File: config.mk
export PLATFORM = sky130hd
export DESIGN_NAME = chunked_serial_adder
export DESIGN_NICKNAME = d
export VERILOG_FILES = /design/src/rtl/chunked_adder_defs.sv /design/src/rtl/chunk_add.sv /design/src/rtl/chunked_serial_adder.sv
export SDC_FILE = /design/constraint.sdc
export NUM_CORES = 1
export LEC_CHECK = 0
export CORE_MARGIN = 5
export CORE_UTILIZATION = 45
export DETAILED_ROUTE_END_ITERATION = 6
export PLACE_DENSITY = 0.7
export SLEW_MARGIN = 20
export SYNTH_ARGS = -nofsm -noshare
export SYNTH_HDL_FRONTEND = slang
export SYNTH_SLANG_ARGS = --single-unit
File: constraint.sdc
create_clock -name clk -period 2.4 [get_ports clk]
set_input_delay 0.36 -clock clk [delete_from_list [all_inputs] [get_ports clk]]
set_output_delay 0.36 -clock clk [all_outputs]
set_load 0.03 [all_outputs]
File: src/rtl/chunked_adder_defs.sv
// Shared definitions for the chunked serial adder: state encoding and
// parameter helper functions.
package chunked_adder_defs;

    typedef enum logic [1:0] {
        IDLE = 2'd0,
        BUSY = 2'd1,
        DONE = 2'd2
    } state_t;

    function automatic int clog2(input int n);
        int r;
        int v;
        r = 0;
        v = 1;
        while (v < n) begin
            v = v * 2;
            r = r + 1;
        end
        return r;
    endfunction

    function automatic int sel_width(input int nchunk);
        return (clog2(nchunk) < 1) ? 1 : clog2(nchunk);
    endfunction

endpackage

File: src/rtl/chunk_add.sv
// Combinational CHUNK-bit ripple adder; exposes the carry out of every bit
// so the caller can pick the true carry of a partially filled top chunk.
module chunk_add #(
    parameter int CHUNK = 4
) (
    input  logic [CHUNK-1:0] a,
    input  logic [CHUNK-1:0] b,
    input  logic             cin,
    output logic [CHUNK-1:0] s,
    output logic             cout,
    output logic [CHUNK-1:0] cvec
);

    always_comb begin
        logic cc;
        s    = '0;
        cvec = '0;
        cc   = cin;
        for (int i = 0; i < CHUNK; i++) begin
            s[i]    = a[i] ^ b[i] ^ cc;
            cc      = (a[i] & b[i]) | (cc & (a[i] ^ b[i]));
            cvec[i] = cc;
        end
    end

    assign cout = cvec[CHUNK-1];

endmodule

File: src/rtl/chunked_serial_adder.sv
// Chunk-loaded operands, serial LSB-first add one CHUNK per clock.
// Optional macro SUBTRACT_EN adds a sub input selecting A + ~B + 1.
//
//   state | meaning
//   IDLE  | waiting; loads and start accepted
//   BUSY  | adding chunk idx each clock; loads/start ignored
//   DONE  | sum/carry valid and held; a load returns to IDLE
module chunked_serial_adder
    import chunked_adder_defs::*;
#(
    parameter  int WIDTH  = 7,
    parameter  int CHUNK  = 4,
    localparam int NCHUNK = (WIDTH + CHUNK - 1) / CHUNK,
    localparam int SELW   = sel_width(NCHUNK)
) (
    input  logic             clk,
    input  logic             rst,
    input  logic             ld_a,
    input  logic             ld_b,
    input  logic [SELW-1:0]  sel,
    input  logic [CHUNK-1:0] din,
    input  logic             start,
`ifdef SUBTRACT_EN
    input  logic             sub,
`endif
    output logic [WIDTH-1:0] sum,
    output logic             carry,
    output logic             busy,
    output logic             done
);

    localparam int PADW  = NCHUNK * CHUNK;
    localparam int TOPW  = WIDTH - (NCHUNK - 1) * CHUNK;
    localparam int LASTC = (WIDTH - 1) % CHUNK;
    localparam logic [CHUNK-1:0] TOP_MASK = {CHUNK{1'b1}} >> (CHUNK - TOPW);

    state_t state, state_nx;

    logic ld_a_q, ld_b_q, start_q;
    logic ld_a_rise, ld_b_rise, start_rise;
    logic [PADW-1:0]  a_reg, b_reg, work, work_nx;
    logic [SELW-1:0]  idx;
    logic             c;
    logic             accept, sel_ok, is_last;
    logic [CHUNK-1:0] ld_data, a_chunk, b_chunk, b_op, s_chunk, cvec;
    logic             cout;
    logic             unused_cvec;

    assign ld_a_rise  = ld_a & ~ld_a_q;
    assign ld_b_rise  = ld_b & ~ld_b_q;
    assign start_rise = start & ~start_q;

    assign accept  = (state != BUSY);
    assign sel_ok  = (32'(sel) < 32'(NCHUNK));
    assign is_last = (32'(idx) == 32'(NCHUNK - 1));
    // Padding bits of the top chunk are kept zero so they never leak into sum.
    assign ld_data = (32'(sel) == 32'(NCHUNK - 1)) ? (din & TOP_MASK) : din;

    assign a_chunk = a_reg[32'(idx) * CHUNK +: CHUNK];
    assign b_chunk = b_reg[32'(idx) * CHUNK +: CHUNK];

`ifdef SUBTRACT_EN
    logic sub_q;
    assign b_op = b_chunk ^ {CHUNK{sub_q}};
`else
    assign b_op = b_chunk;
`endif

    chunk_add #(.CHUNK(CHUNK)) u_chunk_add (
        .a    (a_chunk),
        .b    (b_op),
        .cin  (c),
        .s    (s_chunk),
        .cout (cout),
        .cvec (cvec)
    );

    assign unused_cvec = ^cvec;

    always_comb begin
        work_nx = work;
        work_nx[32'(idx) * CHUNK +: CHUNK] = s_chunk;
    end

    always_ff @(posedge clk or posedge rst) begin
        if (rst) state <= IDLE;
        else     state <= state_nx;
    end

    always_comb begin
        state_nx = state;
        case (state)
            IDLE: if (start_rise) state_nx = BUSY;
            BUSY: if (is_last)    state_nx = DONE;
            DONE: begin
                if (start_rise)                  state_nx = BUSY;
                else if (ld_a_rise || ld_b_rise) state_nx = IDLE;
            end
            default: state_nx = IDLE;
        endcase
    end

    assign busy = (state == BUSY);
    assign done = (state == DONE);

    always_ff @(posedge clk or posedge rst) begin
        if (rst) begin
            ld_a_q  <= 1'b0;
            ld_b_q  <= 1'b0;
            start_q <= 1'b0;
            a_reg   <= '0;
            b_reg   <= '0;
            work    <= '0;
            idx     <= '0;
            c       <= 1'b0;
            sum     <= '0;
            carry   <= 1'b0;
`ifdef SUBTRACT_EN
            sub_q   <= 1'b0;
`endif
        end else begin
            ld_a_q  <= ld_a;
            ld_b_q  <= ld_b;
            start_q <= start;
            if (accept && ld_a_rise && sel_ok)
                a_reg[32'(sel) * CHUNK +: CHUNK] <= ld_data;
            if (accept && ld_b_rise && sel_ok)
                b_reg[32'(sel) * CHUNK +: CHUNK] <= ld_data;
            if (accept && start_rise) begin
                idx  <= '0;
                work <= '0;
`ifdef SUBTRACT_EN
                c     <= sub;
                sub_q <= sub;
`else
                c     <= 1'b0;
`endif
            end else if (state == BUSY) begin
                work <= work_nx;
                idx  <= idx + 1'b1;
                c    <= cout;
                if (is_last) begin
                    sum   <= work_nx[WIDTH-1:0];
                    carry <= cvec[LASTC];
                end
            end
        end
    end

endmodule

==> flow_summary.json <==
{
  "outcome": "finished clean",
  "fin_hold_ws_ns": 0.412,
  "yosysMostFrequentCell": "dfrtp_1",
  "grt_pass1_vias": 979,
  "relSlewSlack_pct": 60.6,
  "async_flop_share_pct": 100,
  "n_antenna_cell": 0,
  "layout-drive-gt1-share_pct": 26.2,
  "avgSynthCellArea_sq_um": 13.2,
  "irDropWorstVdd_uv": 536,
  "antenna_found_initial": 0,
  "synth_top_area_cell": "dfrtp_1",
  "maxCapViolations": 0,
  "worst_setup_path_end_kind": "register",
  "min-delay-path-class": "in2async",
  "synth_edf_count": 0,
  "critical_path_class": "reg2reg",
  "h-tree-depth": 2,
  "numPortBuffers": 19,
  "syn-num-nets": 128,
  "yosysTopAreaCellShare_pct": 58.1,
  "critical_path.most_common_cell": "fa_2",
  "pre_cts_slack_ns": 0.0421,
  "cp_max_fo": 4,
  "drt-initial-drc-count": 19,
  "cts_tree": "yes",
  "place.gp.congestion": 0.725,
  "cellLeakagePower_nw": 0.801,
  "crit_arrival_ns": 2.60,
  "yosysUniqueCellTypes": 28,
  "fin_nets": 154,
  "dp_cells": 178,
  "cts_buffer_depth": 2,
  "setup_viol": 0,
  "crit_required_ns": 2.62,
  "cts_made_buffers": 5,
  "track_usage_pct": 13.8,
  "synth_flop_cell": "dfrtp_1",
  "vias_per_cell": 4.98,
  "root_buffer": "clkbuf_4",
  "drcViolationCount": 0,
  "rsz0062_at_grt": "yes",
  "core_area_sq_um": 3280,
  "placed_cell_area_sq_um": 1760,
  "grt_overflow": 0,
  "worst_pin_slew_ns": 0.590,
  "skew_ns": 0.00847,
  "place_hpwl_mm": 1.92,
  "wl_per_cell_um": 13.6,
  "critical_path.cell_chain": "mux2i_2 -> fa_2 -> fa_2 -> fa_2 -> fa_1 -> o22ai_2",
  "final_cells": 187,
  "routed_wl_mm": 2.54,
  "syn2layout_area_growth_pct": 24.1,
  "period_minus_slack_ns": 2.38,
  "antenna_left": 0,
  "clk_latency_ns": 0.33,
  "fin_area_sq_um": 1870,
  "drt_first_pass_iters": 4,
  "critPathLaunchType": "register",
  "critPathMaxStageDelay_ns": 0.50,
  "start_util_pct": 45.9,
  "die_h_um": 67.9,
  "synth_area_leaders": "dfrtp_1 (58%), mux2_2 (9.7%), fa_1 (5.3%)",
  "row_count": 21,
  "power_density_nw_per_um2": 1340,
  "cp_slowest_cell": "fa_1",
  "grt_pass1_wl_mm": 4.49,
  "max_clock_freq_mhz": 420,
  "hold_viol": 0,
  "synth_commonest_cells": "dfrtp_1 (35), mux2_2 (13), o21ai_0 (9)",
  "boundaryPins": 20,
  "clk_pin_slew_ns": 0.10,
  "hold_buffers": 0,
  "period_share_pct": 99.3,
  "die-area_sq_um": 4600,
  "vias": 931,
  "setup_ws_ns": 0.0169,
  "synth-seq-cells": 35,
  "yosysSeqAreaShare_pct": 58.1,
  "slew_viol_final": 0,
  "netlist_area_sq_um": 1510,
  "grt_max_degree": 36,
  "yosysWarnings": 0,
  "syn_inst": 114,
  "die_w_um": 67.9,
  "clock_sinks": 35
}
[cell families (layout without fill, tap and decap cells)]
kind of cell,Yosys count,count (layout),share of synthesized area [%]
muxes,22,22,15.8
buffers and inverters,12,39,3.49
and+or+nand+nor,24,24,10.5
DFF,35,35,58.1
AOI/OAI and AO/OA,17,17,6.73
adders and majority gates,4,4,5.32
[metal layers]
layer	GRT usage [%]	routed length, um	vias up
li1	-	-	443
met1	16.1	1120	468
met2	22.4	1270	15
met3	3.94	97	5
met4	8.93	55	0
met5	0	0	-
[final timing paths]
check	from	end	slack [ns]	cells after the start
max	idx$_DFFE_PP0P_	work[3]$_DFFE_PP0P_	0.02	6
min	rst	work[2]$_DFFE_PP0P_	0.41	3
max reg2reg	idx$_DFFE_PP0P_	work[3]$_DFFE_PP0P_	0.02	6
min reg2reg	sum[5]$_DFFE_PP0P_	sum[5]$_DFFE_PP0P_	0.49	2
max in group asynchronous	rst	idx$_DFFE_PP0P_	1.66	3
min in group clk	ld_a	ld_a_q$_DFF_PP0_	0.49	1
[critical path, delay by kind of cell, from the launching register on]
kind / cells / cell delay (ns)
compound gates: 1 / 0.08
fa+ha+maj: 4 / 1.56
flops: 1 / 0.45
mux: 1 / 0.17
[area by class of cell]
class / count / area (sq um)
well taps: 46 / 57.6
fillers: 294 / 1420
multi-input cells: 67 / 596
clock inverters: 2 / 35.0
repair buffers: 23 / 220
inverters: 8 / 32.5
clock buffers: 6 / 51.3
flip-flops and latches: 35 / 877
[per-stage QoR]
step / utilization (%) / setup TNS [ns] / total power (W)
after floorplan: - / 0 / 0.00172
after global placement: 53.7 / 0 / 0.00202
after detailed placement: 53.7 / 0 / 0.00206
after CTS: 56.3 / 0 / 0.00250
after global routing: 56.9 / -0.0461 / 0.00271
final: 56.9 / 0 / 0.00251
[power by group]
part / internal (W) / switching (W)
registers: 0.000817 / 0.000125
logic: 0.000546 / 0.000584
clock network: 0.000246 / 0.000190
[cell usage in the layout (no fill, tap or decap), types with 2 or more instances in the layout]
cell type	n
mux2_2	13
o22ai_1	3
nor2b_1	3
fa_2	3
dfrtp_1	34
clkbuf_4	5
mux2i_1	7
nand3_1	2
o21ai_0	9
nand2_1	8
and2_1	2
buf_4	4
clkdlybuf4s50_1	19
inv_1	7
nor3b_4	2
[timing repair]
| item | in CTS | in global routing |
|---|---|---|
| setup endpoints to repair | 0 | 1 |
| setup buffers | 0 | 1 |
| gates resized for setup | 0 | 3 |
| endpoints found under the hold margin | 0 | 0 |
Power figures use the tool's default switching activity.
